==> src/rtl/queue_serial_tx_pkg.sv <==
// Shared constants, state encoding and entry helpers for the queue serial dump.
package queue_serial_tx_pkg;

    localparam int ENTRY_W     = 7;
    localparam int QUEUE_DEPTH = 16;
    localparam int ADDR_W      = 4;

    // Field positions inside a queue entry word
    localparam int EH_ORIGEM_BIT = 6;
    localparam int TIPO_HI       = 5;
    localparam int TIPO_LO       = 4;
    localparam int ORIGEM_HI     = 3;
    localparam int ORIGEM_LO     = 2;
    localparam int DESTINO_HI    = 1;
    localparam int DESTINO_LO    = 0;

    // End-of-dump marker; bit 7 of an entry byte is always 0 so it cannot collide
    localparam logic [7:0] TERM_BYTE_DEF = 8'hFF;

    localparam logic [ADDR_W-1:0] LAST_INDEX = ADDR_W'(QUEUE_DEPTH - 1);

    typedef enum logic [2:0] {
        ST_IDLE     = 3'd0,
        ST_WAIT_RAM = 3'd1,
        ST_LOAD     = 3'd2,
        ST_SEND     = 3'd3,
        ST_TERM     = 3'd4,
        ST_DONE     = 3'd5
    } state_e;

    // Rebuild the raw RAM word from the split read-port buses
    function automatic logic [ENTRY_W-1:0] pack_entry(input logic eh_origem,
                                                     input logic [5:0] dados);
        logic [ENTRY_W-1:0] w;
        w = 7'b0000000;
        w[EH_ORIGEM_BIT]         = eh_origem;
        w[TIPO_HI:TIPO_LO]       = dados[TIPO_HI:TIPO_LO];
        w[ORIGEM_HI:ORIGEM_LO]   = dados[ORIGEM_HI:ORIGEM_LO];
        w[DESTINO_HI:DESTINO_LO] = dados[DESTINO_HI:DESTINO_LO];
        return w;
    endfunction

    // Transmitted byte for an occupied entry: the word zero-extended
    function automatic logic [7:0] entry_byte(input logic [ENTRY_W-1:0] w);
        return {1'b0, w};
    endfunction

endpackage

==> src/rtl/queue_serial_tx_uart.sv <==
// UART 8N1 transmitter: start bit, 8 data bits LSB first, stop bit.
// done pulses during the last stop-bit cycle; tx is registered and idles high.
module uart_tx_8n1 #(
    parameter int CLKS_PER_BIT = 434
) (
    input  logic       clk,
    input  logic       reset_n,
    input  logic       start,
    input  logic [7:0] data,
    output logic       tx,
    output logic       busy,
    output logic       done
);

    localparam int BAUD_W = (CLKS_PER_BIT > 2) ? $clog2(CLKS_PER_BIT) : 1;
    localparam logic [BAUD_W-1:0] BAUD_LAST = BAUD_W'(CLKS_PER_BIT - 1);
    localparam logic [BAUD_W-1:0] BAUD_PRE  = BAUD_W'(CLKS_PER_BIT - 2);

    logic [9:0]        frame_q;
    logic [3:0]        bit_q;
    logic [BAUD_W-1:0] baud_q;
    logic              tx_q;
    logic              busy_q;
    logic              done_q;

    // Frame shifter with baud and bit counters
    always_ff @(posedge clk) begin
        if (!reset_n) begin
            frame_q <= 10'h3FF;
            bit_q   <= 4'd0;
            baud_q  <= '0;
            tx_q    <= 1'b1;
            busy_q  <= 1'b0;
            done_q  <= 1'b0;
        end else begin
            done_q <= 1'b0;
            if (!busy_q) begin
                if (start) begin
                    frame_q <= {1'b1, data, 1'b0};
                    tx_q    <= 1'b0;
                    busy_q  <= 1'b1;
                    baud_q  <= '0;
                    bit_q   <= 4'd0;
                end else begin
                    tx_q <= 1'b1;
                end
            end else if (baud_q == BAUD_LAST) begin
                baud_q <= '0;
                if (bit_q == 4'd9) begin
                    busy_q <= 1'b0;
                    tx_q   <= 1'b1;
                end else begin
                    bit_q   <= bit_q + 4'd1;
                    tx_q    <= frame_q[1];
                    frame_q <= {1'b1, frame_q[9:1]};
                end
            end else begin
                baud_q <= baud_q + BAUD_W'(1);
                // Raise done so it is high exactly in the final stop-bit cycle
                if ((bit_q == 4'd9) && (baud_q == BAUD_PRE)) begin
                    done_q <= 1'b1;
                end else begin
                    done_q <= 1'b0;
                end
            end
        end
    end

    assign tx   = tx_q;
    assign busy = busy_q;
    assign done = done_q;

endmodule

==> src/rtl/queue_serial_tx.sv <==
// Scans the cargo request queue through its serial read port and sends each
// occupied entry as one UART byte, followed by a terminator byte.
module queue_serial_tx
    import queue_serial_tx_pkg::*;
#(
    parameter int         CLKS_PER_BIT = 434,
    parameter logic [7:0] TERM_BYTE    = TERM_BYTE_DEF
) (
    input  logic       clk,
    input  logic       reset_n,
    input  logic       start,
    output logic [3:0] addr_serial,
    input  logic [5:0] dados_addr_serial,
    input  logic       eh_origem_addr_serial,
    output logic       tx,
    output logic       busy,
    output logic       done,
    output logic [4:0] count
);

    state_e               state_q;
    logic [ADDR_W-1:0]    index_q;
    logic [4:0]           count_q;
    logic [7:0]           byte_q;
    logic                 uart_start_q;
    logic                 busy_q;
    logic                 done_q;
    logic [ENTRY_W-1:0]   ram_word_s;
    logic                 uart_busy_s;
    logic                 uart_done_s;

    assign ram_word_s = pack_entry(eh_origem_addr_serial, dados_addr_serial);

    uart_tx_8n1 #(
        .CLKS_PER_BIT(CLKS_PER_BIT)
    ) u_uart (
        .clk    (clk),
        .reset_n(reset_n),
        .start  (uart_start_q),
        .data   (byte_q),
        .tx     (tx),
        .busy   (uart_busy_s),
        .done   (uart_done_s)
    );

    // Scan FSM: address the RAM, wait one read cycle, latch, transmit, repeat
    always_ff @(posedge clk) begin
        if (!reset_n) begin
            state_q      <= ST_IDLE;
            index_q      <= 4'd0;
            count_q      <= 5'd0;
            byte_q       <= 8'h00;
            uart_start_q <= 1'b0;
            busy_q       <= 1'b0;
            done_q       <= 1'b0;
        end else begin
            uart_start_q <= 1'b0;
            done_q       <= 1'b0;
            case (state_q)
                ST_IDLE: begin
                    if (start && !uart_busy_s) begin
                        index_q <= 4'd0;
                        count_q <= 5'd0;
                        busy_q  <= 1'b1;
                        state_q <= ST_WAIT_RAM;
                    end else begin
                        state_q <= ST_IDLE;
                    end
                end
                ST_WAIT_RAM: begin
                    state_q <= ST_LOAD;
                end
                ST_LOAD: begin
                    // The word is captured here; later RAM changes cannot alter it
                    uart_start_q <= 1'b1;
                    if (ram_word_s == 7'b0000000) begin
                        byte_q  <= TERM_BYTE;
                        state_q <= ST_TERM;
                    end else begin
                        byte_q  <= entry_byte(ram_word_s);
                        count_q <= count_q + 5'd1;
                        state_q <= ST_SEND;
                    end
                end
                ST_SEND: begin
                    if (uart_done_s) begin
                        if (index_q == LAST_INDEX) begin
                            byte_q       <= TERM_BYTE;
                            uart_start_q <= 1'b1;
                            state_q      <= ST_TERM;
                        end else begin
                            index_q <= index_q + 4'd1;
                            state_q <= ST_WAIT_RAM;
                        end
                    end else begin
                        state_q <= ST_SEND;
                    end
                end
                ST_TERM: begin
                    if (uart_done_s) begin
                        busy_q  <= 1'b0;
                        done_q  <= 1'b1;
                        state_q <= ST_DONE;
                    end else begin
                        state_q <= ST_TERM;
                    end
                end
                ST_DONE: begin
                    state_q <= ST_IDLE;
                end
                default: begin
                    busy_q  <= 1'b0;
                    state_q <= ST_IDLE;
                end
            endcase
        end
    end

    assign addr_serial = index_q;
    assign busy        = busy_q;
    assign done        = done_q;
    assign count       = count_q;

endmodule
==> config.mk <==
export PLATFORM = sky130hd
export DESIGN_NAME = queue_serial_tx
export DESIGN_NICKNAME = d
export VERILOG_FILES = /design/src/rtl/queue_serial_tx_pkg.sv /design/src/rtl/queue_serial_tx_uart.sv /design/src/rtl/queue_serial_tx.sv
export SDC_FILE = /design/constraint.sdc
export NUM_CORES = 1
export LEC_CHECK = 0
export ABC_AREA = 1
export BUFFER_PORTS_ARGS = -buffer_cell sky130_fd_sc_hd__buf_2
export CAP_MARGIN = 10
export CELL_PAD_IN_SITES_DETAIL_PLACEMENT = 1
export CELL_PAD_IN_SITES_GLOBAL_PLACEMENT = 1
export CORE_MARGIN = 5
export CORE_UTILIZATION = 47
export DETAILED_ROUTE_END_ITERATION = 8
export GPL_TIMING_DRIVEN = 0
export HOLD_SLACK_MARGIN = 0.06
export PLACE_DENSITY_LB_ADDON = 0.2
export SYNTH_ARGS = -nofsm -noshare
export SYNTH_HDL_FRONTEND = slang
export SYNTH_HIERARCHICAL = 1
export SYNTH_SLANG_ARGS = --single-unit
==> constraint.sdc <==
create_clock -name clk -period 3.6 [get_ports clk]
set_input_delay 0.18 -clock clk [delete_from_list [all_inputs] [get_ports clk]]
set_output_delay 0.18 -clock clk [all_outputs]
set_load 0.05 [all_outputs]
# [Word level (Yosys, flattened, before mapping)]
# Index checks and enable logic that the tools add are counted.
[op_classes] reduce_logical=17 n_eq_ne=17 addsub=4 bitwise=3 n_mux=44
[ops] operator="10-bit two-way mux" n=4
[ops] operator="4-bit two-way mux" n=7
[ops] operator="9-bit two-way mux" n=3
[ops] operator="8-bit two-way mux" n=3
[ops] operator="9-bit == test (second input constant)" n=2
[ops] operator="1-bit two-way mux" n=16
[ops] operator="8-bit one-hot mux with 2 select lines" n=1
[ops] operator="3-bit one-hot mux with 5 select lines" n=1
[ops] operator="2-bit inequality test (second input constant)" n=6
[ops] operator="3-bit AND reduction" n=4
[ops] operator="5-bit two-way mux" n=2
[ops] operator="5-bit one-hot mux with 2 select lines" n=1
[ops] operator="9-bit by 1-bit adder with 9-bit output (second input constant)" n=1
[ops] operator="3-bit two-way mux" n=3
[ops] operator="4-bit by 1-bit adder with 4-bit output (second input constant)" n=2
[ops] operator="4-bit == test (second input constant)" n=2
[ops] operator="4-bit one-hot mux with 2 select lines" n=1
[ops] operator="2-bit nonzero test" n=4
[ops] operator="7-bit logical NOT" n=1
[ops] operator="3-bit by 2-bit == test with 1-bit output (second input constant)" n=2
[ops] operator="3-bit == test (second input constant)" n=2
[ops] operator="5-bit by 1-bit adder with 5-bit output (second input constant)" n=1
[ops] operator="2-bit by 1-bit inequality test with 1-bit output (second input constant)" n=2
[ops] operator="4-bit AND reduction" n=1
[ops] operator="other kinds (10)" n=13
[totals] inputBits=10 ff_bits=49 elab_cells=98 output_inout_bits=12

# [Depth between registers and ports, before layout]
# Gate-level depths: netlist of run 1.
[depth] ltp_word=4 ltp_mapped=10 mapped_depth_nobuf=10

# [Cells and area by module]
# Netlist of run 1, hierarchy kept.
[by_module_without_submodules] module="uart_tx_8n1" cells_each=192 area_each_um2=1441.4 n_inst=1 seq_area_each_um2=480.5
[by_module_without_submodules] module="queue_serial_tx" cells_each=174 area_each_um2=1229.9 n_inst=1 seq_area_each_um2=460.4

# [Least setup slack after synthesis of run 1]
# Ideal clock, no wire load.
[synth_path] path_kind="register -> register" startpoint="register index_q[0], in the netlist addr_serial[0]" endpoint="register byte_q[7]" t_required_ps=3536 n_path_buf=0 arrival_time_ps=1576 setup_time_ps=64 slack_ps=1960 path_stages_with_launch=8 synth_period_minus_slack_ps=1640 path_cell_list="dfxtp_1 -> ha_1 -> nand3_1 -> nor2_1 -> nand2_1 -> nand2_2 -> o21ai_0 -> nor2_1"
[synth_via] elab_chain_len=3
[synth_lines] item="start, declared" line_no="queue_serial_tx.sv:22" source="logic [ADDR_W-1:0] index_q;"
[synth_lines] item="start signal, assigned" line_no="queue_serial_tx.sv:92" source="index_q <= index_q + 4'd1;"
[synth_lines] item="4-bit == test" line_no="queue_serial_tx.sv:87" source="if (index_q == LAST_INDEX) begin"
[synth_lines] item="2-bit inequality test (no line)"
[synth_lines] item="3-bit AND reduction (no line)"
[synth_lines] item="end signal, assigned" line_no="queue_serial_tx.sv:80" source="byte_q <= entry_byte(ram_word_s);"
[synth_lines] item="end, declared" line_no="queue_serial_tx.sv:24" source="logic [7:0] byte_q;"
# No other way between the ends.
# A chain may end at the register's enable or synchronous reset.

# [Worst setup path after layout of run 1]
[layout_path] startpoint="register u_uart.bit_q[0]" endpoint="register u_uart.frame_q[7]"
[layout_via] elab_chain_len=3
[layout_lines] item="start, declared" line_no="queue_serial_tx_uart.sv:20" source="logic [3:0] bit_q;"
[layout_lines] item="start signal, assigned" line_no="queue_serial_tx_uart.sv:53" source="bit_q <= bit_q + 4'd1;"
[layout_lines] item="4-bit == test" line_no="queue_serial_tx_uart.sv:49" source="if (bit_q == 4'd9) begin"
[layout_lines] item="2-bit inequality test (no line)"
[layout_lines] item="3-bit AND reduction (no line)"
[layout_lines] item="end signal, assigned" line_no="queue_serial_tx_uart.sv:39" source="frame_q <= {1'b1, data, 1'b0};"
[layout_lines] item="end signal, assigned" line_no="queue_serial_tx_uart.sv:55" source="frame_q <= {1'b1, frame_q[9:1]};"
[layout_lines] item="end, declared" line_no="queue_serial_tx_uart.sv:19" source="logic [9:0] frame_q;"
# No other way between the ends.

==> results of run 1 <==
==> kinds of logic after synthesis <==
logic type | after synthesis | share of synthesized area
adders and majority gates | 7 | 0.03279
xor gates and xnor gates | 4 | 0.01312
DFF | 47 | 0.3522
and+or+nand+nor | 216 | 0.4267
AOI/OAI and AO/OA | 43 | 0.08665
buffers and inverters | 49 | 0.08852
==> power breakdown <==
part / switching [uW] / internal (uW) / leakage (uW)
logic: 355 / 169 / 0.000924
clock network: 174 / 151 / 0.0000470
registers: 66.9 / 591 / 0.000383
total: 596 / 911 / 0.00135
==> state kept, by name, indices dropped and copies added (netlist names) <==
signal and count:
state_q 3, u_uart/baud_q 9, u_uart/done 1, u_uart/tx 1, u_uart/frame_q 8, busy 1
uart_start_q 1, u_uart/bit_q 4, byte_q 8, addr_serial 4, done 1, u_uart/busy 1
count 5
==> metal layers <==
layer  GRT usage  vias up  wire length [um]
met4     0.03453        0                54
met3     0.03204        6                93
met2      0.3446       14              3276
met1      0.2235     1143              2946
met5           0        -                 0
li1            -     1231                 -
==> worst max path at each step <==
stage	depth (start not counted)	slack (ps)	end	from
global route	7	1970	byte_q[7]	addr_serial[0]
finish	7	2130	u_uart/frame_q[7]	u_uart/bit_q[0]
CTS	7	2110	u_uart/frame_q[7]	u_uart/bit_q[0]
floorplan	7	1960	byte_q[7]	addr_serial[0]
global placement	7	2180	u_uart/bit_q[1]	u_uart/bit_q[0]
detailed placement	7	2120	u_uart/bit_q[3]	u_uart/bit_q[0]
==> synthesized netlist by cell type, types with 2 or more instances <==
cell type / number / area share
nor2_4: 4 / 0.017
o21ai_0: 15 / 0.028
nand4_1: 8 / 0.019
inv_1: 31 / 0.044
ha_1: 7 / 0.033
nor2_1: 37 / 0.052
nand3_1: 39 / 0.073
nor2_8: 3 / 0.022
buf_2: 2 / 0.0037
dfxtp_1: 47 / 0.35
nand2_1: 89 / 0.13
xnor2_1: 3 / 0.0098
nor2_2: 4 / 0.0094
a21oi_2: 2 / 0.0066
a21oi_1: 21 / 0.039
nand2_2: 7 / 0.016
nand2_4: 5 / 0.021
nand3b_1: 2 / 0.0056
buf_6: 3 / 0.013
nand3_2: 11 / 0.041
or2_0: 2 / 0.0047
inv_2: 9 / 0.013
==> cell type report <==
class,instances,share of cell area
Timing Repair Buffer,21,0.03558
Sequential cell,47,0.3185
Multi-Input combinational cell,270,0.5057
Buffer,8,0.02795
Clock inverter,1,0.001694
Clock buffer,6,0.02795
Tap cell,72,0.03050
Inverter,41,0.05210
==> per-stage QoR <==
step,setup slack (ps),hold WS [ps],instances,util
after floorplan,1960,303.6,366,-
after global placement,2180,429.3,459,0.5206
after detailed placement,2121,435.8,459,0.5206
after CTS,2108,154.5,466,0.5365
after global routing,1972,159.3,466,0.5365
final,2126,156.5,466,0.5365
==> worst max-delay path: cells and delay by family, from the launching register on <==
kind / cells / cell delay, ps
buf+inv: 1 / 160
fa+ha+maj: 1 / 240
simple gates: 5 / 480
flops: 1 / 460
==> impl_metrics.json, run 1 <==
{
  "grt_pass1_vias": 2418,
  "crit_required_ps": 3760,
  "yosys_warnings": 6,
  "die-area_um2": 7291,
  "drt_iter0_markers": 90,
  "cts_setup_buffers": 0,
  "reg2reg_from": "u_uart/bit_q[0]",
  "syn_nets": 383,
  "cts_buffer_depth": 2,
  "ios": 22,
  "finalSetupTns_ps": 0,
  "layout_common_cells": "nand2_1 (89), dfxtp_1 (47), nand3_1 (39)",
  "min-delay-start": "dados_addr_serial[0]",
  "via_count": 2394,
  "ys_async_sr_fraction": 0,
  "port_buffers": 21,
  "start_kind": "register",
  "grt_max_degree": 14,
  "min_to": "byte_q[0]",
  "criticalPathCategory": "reg2reg",
  "ys_ff_latch": 47,
  "p_per_area_nw_per_um2": 510.3,
  "hold_path_depth": 3,
  "grtUsageTotal": 0.1857,
  "synth_enable_flop_cells": 0,
  "max_freq_mhz": 678.5,
  "dieWidth_um": 85.39,
  "relSlewSlack": 0.6609,
  "num_antenna_cells": 0,
  "die_y_um": 85.39,
  "crit_chain": "ha_1 -> nand2_4 -> nor2_8 -> nor2_8 -> buf_8 -> nand3_2 -> nand3_1",
  "rsz0062_at_grt": "false",
  "synth_area_per_cell_um2": 7.299,
  "grt_first_pass_wirelength_um": 11160,
  "synthCells": 366,
  "syn_to_final_growth_pct": 10.59,
  "crit_path_max_incr_delay_ps": 460,
  "antenna_found_initial": 0,
  "rows": 27,
  "crit_path_end_kind": "register",
  "fin_area_um2": 2954,
  "place_area_um2": 2867,
  "period_needed_ps": 1474,
  "hold_viol": 0,
  "hold_class": "in2reg",
  "netlist_area_um2": 2671,
  "wl_um": 6370,
  "synthFlopType": "dfxtp_1",
  "vdd_ir_drop_max_uv": 284.2,
  "cts_tree": "built",
  "worst_path_most_repeated_cell": "nor2_8",
  "clk_latency_ps": 300,
  "seq_area_um2": 940.9,
  "finalPower_uw": 1507,
  "fin_skew_ps": 6.792,
  "nFillCells": 748,
  "slew_violations": 0,
  "outcome": "completed",
  "yosysUniqueCellTypes": 37,
  "clk_pin_slew_ps": 90,
  "drt_pre_antenna_iters": 4,
  "p_leak_uw": 0.001354,
  "vias_per_cell": 5.137,
  "hold_buffers": 0,
  "cts-htree-levels": 2,
  "start_util": 0.4851,
  "ant_nets": 0,
  "cts_resized": 0,
  "layout_commonest_cell": "nand2_1",
  "cap_violations": 0,
  "gp_congestion": 0.8517,
  "worst_pin_slew_ps": 508.7,
  "clock-root-buffer": "clkbuf_8",
  "r2r_slack_ps": 2130,
  "cts_sinks": 47,
  "dp_hpwl_um": 4849,
  "drive_above_1_share": 0.2132,
  "wire_per_inst_um": 13.67,
  "core_area_um2": 5507,
  "slowest_stage": "dfxtp_1",
  "overflow": 0,
  "cts-buffers-inserted": 5,
  "final_nets": 411,
  "seq_area_frac_synth": 0.3522,
  "multiInputGateArea_um2": 1494,
  "worstPathMaxFanout": 10,
  "r2r_end": "u_uart/frame_q[7]",
  "worstRegToRegCells": 7,
  "cp.arrival_ps": 1640,
  "drcViolationCount": 0,
  "fin_crit_sh": 0.4094,
  "setup_violations": 0
}
(Power assumes the default switching activity.)
==> run 2: changes to the inputs <==
Settings changed: CORE_UTILIZATION 47 to 43.
Clock period 3.6 ns to 1.4 ns, I/O delays scaled along.
==> run 2 against run 1 <==
The flow now finishes with violations (negative setup slack). Routed wire length grew 17%. Register-to-register slack lost 2200 ps. Setup slack lost 2200 ps. Fmax grew 3.2%. Critical endpoint is now u_uart/bit_q[1]. Combinational power grew to 2.9 times the previous value.
==> impl_metrics.json, run 2 (synthesized netlist as in run 1, its figures left out) <==
{
  "outcome": "finished, violations left",
  "violations": "negative setup slack",
  "gp_congestion": 0.7553,
  "rows": 28,
  "cts-htree-levels": 2,
  "vdd_ir_drop_max_uv": 674.6,
  "crit_required_ps": 1600,
  "finalPower_uw": 4249,
  "cp-startpoint": "u_uart/bit_q[1]",
  "setup_violations": 8,
  "final_nets": 432,
  "die_y_um": 88.82,
  "hold_viol": 0,
  "worstPathMaxFanout": 8,
  "crit_path_max_incr_delay_ps": 370,
  "cts-buffers-inserted": 5,
  "antenna_found_initial": 0,
  "drt_iter0_markers": 75,
  "drive_above_1_share": 0.3398,
  "criticalPathCategory": "reg2reg",
  "cts_tree": "built",
  "worst_pin_slew_ps": 564.4,
  "clock-root-buffer": "clkbuf_8",
  "grtUsageTotal": 0.1828,
  "fin_skew_ps": 10.13,
  "num_antenna_cells": 0,
  "p_per_area_nw_per_um2": 1260,
  "nFillCells": 770,
  "via_count": 2545,
  "slew_violations": 0,
  "grt_pass1_vias": 2533,
  "reg2reg_from": "u_uart/bit_q[1]",
  "crit_path_end_kind": "register",
  "overflow": 0,
  "largest_reg_flops": 9,
  "hold_path_depth": 3,
  "syn_to_final_growth_pct": 26.23,
  "cp.arrival_ps": 1630,
  "ant_nets": 0,
  "min_to": "byte_q[3]",
  "relSlewSlack": 0.6237,
  "grt_max_degree": 14,
  "dieWidth_um": 88.82,
  "worstRegToRegCells": 9,
  "ios": 22,
  "max_freq_mhz": 700.0,
  "cts_sinks": 47,
  "drcViolationCount": 0,
  "fin_crit_sh": 1.020,
  "grt_first_pass_wirelength_um": 11500,
  "period_needed_ps": 1429,
  "crit_chain": "inv_1 -> ha_2 -> nand2_4 -> nor2_8 -> nor2_8 -> buf_4 -> nand3_2 -> nand2_1 -> nor2_1",
  "start_util": 0.4459,
  "core_area_um2": 5991,
  "port_buffers": 21,
  "dp_hpwl_um": 4741,
  "r2r_end": "u_uart/bit_q[1]",
  "layout_common_cells": "nand2_1 (79), nor2_1 (34), dfxtp_1 (33)",
  "wire_per_inst_um": 15.27,
  "hold_ws_ps": 61.50,
  "vias_per_cell": 5.194,
  "layout_commonest_cell": "nand2_1",
  "cts_buffer_depth": 2,
  "cap_violations": 0,
  "clk_latency_ps": 300,
  "slowest_stage": "dfxtp_4",
  "clk_pin_slew_ps": 90,
  "post-place-ws_ps": -59.83,
  "min-delay-start": "dados_addr_serial[3]",
  "p_leak_uw": 0.001502,
  "drt_pre_antenna_iters": 4,
  "die-area_um2": 7889,
  "hold_class": "in2reg",
  "cp.buffers_inverters": 2,
  "timing.final.ws_setup_ps": -28.64,
  "critPathTopFamily": "simple AND/OR/NAND/NOR gates",
  "rsz0062_at_grt": "true",
  "top_regs": "u_uart/baud_q (9), byte_q (8), u_uart/frame_q (8)",
  "start_kind": "register",
  "r2r_slack_ps": -30,
  "wl_um": 7483,
  "largest-register": "u_uart/baud_q",
  "worst_path_most_repeated_cell": "nor2_8"
}
-- run 2: cell count changes in the layout (fill, tap and decap cells not counted), sizes merged --
cell / before / now
buf: 28 / 41
bufinv: 0 / 1
clkbuf: 7 / 8
clkinv: 2 / 0
clkinvlp: 0 / 1
dlygate4sd3: 0 / 5
nand2: 102 / 104
-- run 2: worst max path at each step --
| stage | to | slack [ps] | cells after the start |
|---|---|---|---|
| finish | u_uart/bit_q[1] | -30 | 9 |
| global route | u_uart/baud_q[6] | -120 | 5 |
| CTS | u_uart/frame_q[6] | 0.6 | 7 |
| detailed placement | u_uart/frame_q[6] | -60 | 7 |
| global placement | u_uart/bit_q[1] | -40 | 7 |
| floorplan | byte_q[7] | -8 | 7 |
-- run 2: worst min-delay path, stage by stage --
cell and delay (ps):
buf_2 80, o21ai_0 90, nor2_1 90
-- run 2: cell type report --
| cell class | instances | area, um^2 | area share |
|---|---|---|---|
| multi-input cells | 272 | 1664 | 0.4935 |
| flip-flops and latches | 47 | 965.9 | 0.2865 |
| repair buffers | 40 | 294.0 | 0.08720 |
| inverters | 41 | 160.2 | 0.04750 |
| well taps | 75 | 93.84 | 0.02783 |
| plain buffers | 8 | 91.34 | 0.02709 |
| clock buffers | 6 | 72.57 | 0.02152 |
| clock inverters | 1 | 30.03 | 0.008905 |
-- run 2: routing by layer --
layer	global-route usage	up-vias	part of all wire
met3	0.02886	9	0.019
met5	0	-	0
li1	-	1277	-
met4	0.04533	0	0.014
met2	0.3401	24	0.53
met1	0.2168	1235	0.44
-- run 2: power breakdown --
group | internal, uW | switching, uW | total [uW]
logic | 544 | 998 | 1540
clock network | 524 | 465 | 989
registers | 1540 | 183 | 1720
-- run 2: timing repair --
| item | in CTS | in global routing |
|---|---|---|
| pin swaps | 2 | 9 |
| buffers inserted | 3 | 10 |
| gates resized for setup | 8 | 45 |
| gates cloned | 1 | 2 |
| setup endpoints to repair | 18 | 38 |
| hold buffers | 5 | 0 |
| endpoints found under the hold margin | 5 | 0 |
-- run 2: through the flow --
| step | setup TNS (ps) | instances | util | cell area [um^2] |
|---|---|---|---|---|
| 6_report | -105.2 | 490 | 0.5629 | 3372 |
| 5_1_grt | -1415 | 490 | 0.5629 | 3372 |
| 3_5_place_dp | -524.7 | 462 | 0.4804 | 2878 |
| 2_1_floorplan | -7.861 | 366 | - | 2679 |
| 3_3_place_gp | -341.3 | 462 | 0.4804 | 2878 |
| 4_1_cts | 0 | 478 | 0.5165 | 3094 |
==> run 3: changes to the inputs <==
Settings changed: CORE_UTILIZATION 43 to 30.
==> run 3 against run 2 <==
The flow now finishes without violations. Non-clock buffer count down 2. First-iteration DRC count down 53%. Clock-buffer cell count up 2. Register-to-register slack better by 50 ps. Utilization down 18 points. Sequential share of layout area about the same. Clock power down 6.4%. Fmax up 3.6%.
==> impl_metrics.json, run 3 (synthesized netlist as in run 1, its figures left out) <==
{
  "worstPathMaxFanout": 7,
  "worst_pin_slew_ps": 560.9,
  "dp_hpwl_um": 4853,
  "drive_above_1_share": 0.3188,
  "largest_reg_flops": 9,
  "layout_common_cells": "nand2_1 (80), nand3_1 (36), nor2_1 (35)",
  "drt_iter0_markers": 35,
  "core_area_um2": 8721,
  "finalPower_uw": 4138,
  "cts_buffer_depth": 2,
  "outcome": "completed",
  "p_leak_uw": 0.001497,
  "top_regs": "u_uart/baud_q (9), byte_q (8), u_uart/frame_q (8)",
  "hold_viol": 0,
  "power_frac_comb": 0.360,
  "antenna_found_initial": 0,
  "wl_um": 7141,
  "period_needed_ps": 1379,
  "drcViolationCount": 0,
  "crit_required_ps": 1570,
  "via_count": 2463,
  "ios": 22,
  "grtUsageTotal": 0.1253,
  "crit_path_end_kind": "register",
  "port_buffers": 21,
  "p_per_area_nw_per_um2": 1224,
  "place_area_um2": 2919,
  "overflow": 0,
  "fin_crit_sh": 0.9853,
  "power.switching_uw": 1618,
  "final_nets": 430,
  "grt_pass1_vias": 2431,
  "start_kind": "register",
  "cap_violations": 0,
  "sequentialPowerShare": 0.417,
  "cell_internal_pwr_uw": 2521,
  "cts_tree": "built",
  "clk_latency_ps": 300,
  "crit_path_max_incr_delay_ps": 510,
  "drt_pre_antenna_iters": 4,
  "multiInputGateArea_um2": 1647,
  "cts-buffers-inserted": 5,
  "swShare": 0.3909,
  "start_util": 0.3063,
  "cts_sinks": 47,
  "seq_area_um2": 968.4,
  "criticalPathCategory": "reg2reg",
  "grt_first_pass_wirelength_um": 11370,
  "ant_nets": 0,
  "hold_class": "in2reg",
  "vdd_ir_drop_max_uv": 496.0,
  "vias_per_cell": 4.718,
  "slowest_stage": "dfxtp_1",
  "timing.final.ws_setup_ps": 20.64,
  "rows": 34,
  "die-area_um2": 10890,
  "num_antenna_cells": 0,
  "relSlewSlack": 0.6260,
  "gp_congestion": 0.8008,
  "syn_to_final_growth_pct": 26.60,
  "largest-register": "u_uart/baud_q",
  "post-place-ws_ps": -70.02,
  "grt_max_degree": 14,
  "cp.arrival_ps": 1550,
  "die_y_um": 104.4,
  "rsz0062_at_grt": "true",
  "layout_commonest_cell": "nand2_1",
  "pwr-share-clk": 0.224,
  "clock-root-buffer": "clkbuf_8",
  "fin_area_um2": 3382,
  "finalSetupTns_ps": 0,
  "dieWidth_um": 104.4,
  "crit_chain": "inv_2 -> nand2_1 -> nor2_4 -> nand2_4 -> nand2_8 -> clkbuf_16 -> nand3_2 -> nand3_1",
  "slew_violations": 0,
  "fin_skew_ps": 8.395,
  "clk_pin_slew_ps": 90,
  "cts-htree-levels": 2,
  "nFillCells": 1098,
  "wire_per_inst_um": 13.68,
  "setup_violations": 0,
  "max_freq_mhz": 725.0
}
run 3: cell count changes in the layout (fill, tap and decap cells not counted), sizes merged:
cell,before,now
dlygate4sd3,5,6
buf,41,38
clkinvlp,1,0
bufinv,1,0
clkinv,0,1
clkbuf,8,10
run 3: path summary, 6_finish.rpt:
check | end | slack (ps) | from | depth (start not counted)
max | u_uart/frame_q[8] | 20 | u_uart/baud_q[2] | 8
min reg2reg | busy | 440 | busy | 2
max reg2reg | u_uart/frame_q[8] | 20 | u_uart/baud_q[2] | 8
min | byte_q[6] | 70 | eh_origem_addr_serial | 3
run 3: worst max-delay path, delay by kind of cell (launching register included):
family,cells,cell delay (ps)
flip-flops,1,510
buffers and inverters,2,230
AND/OR/NAND/NOR,6,500
run 3: repair_timing:
item                                    CTS  global route
cloned                                    0             3
endpoints found under the hold margin     6             0
pin swaps                                 4            13
buffers inserted                          3             7
hold buffers                              6             0
gates resized for setup                   5            42
endpoints found under the setup margin   25            39
run 3: power by group through the flow:
stage	logic, uW	clock network, uW	registers, uW
floorplan	858	0	1910
global placement	1330	0	1720
detailed placement	1350	0	1730
CTS	1370	970	1710
global route	1660	1030	1760
finish	1490	926	1720
run 3: area by class of cell:
class	count	area share
Multi-Input combinational cell	272	0.4869
Sequential cell	47	0.2863
Timing Repair Buffer	38	0.08583
Inverter	41	0.04551
Tap cell	108	0.03996
Clock buffer	8	0.02960
Buffer	8	0.02590
run 3: through the flow:
stage	instances	hold WS, ps	util
6_report	522	72.48	0.3878
5_1_grt	522	97.51	0.3878
4_1_cts	512	73.48	0.3571
3_5_place_dp	495	357.2	0.3347
3_3_place_gp	495	351.6	0.3347
2_1_floorplan	366	193.6	-
run 3: routing by layer:
metal	GRT usage	wire (um)	vias up
met5	0	0	-
met4	0.03423	96	0
met3	0.02421	112	8
met2	0.2244	3762	17
met1	0.1514	3169	1158
li1	-	-	1280
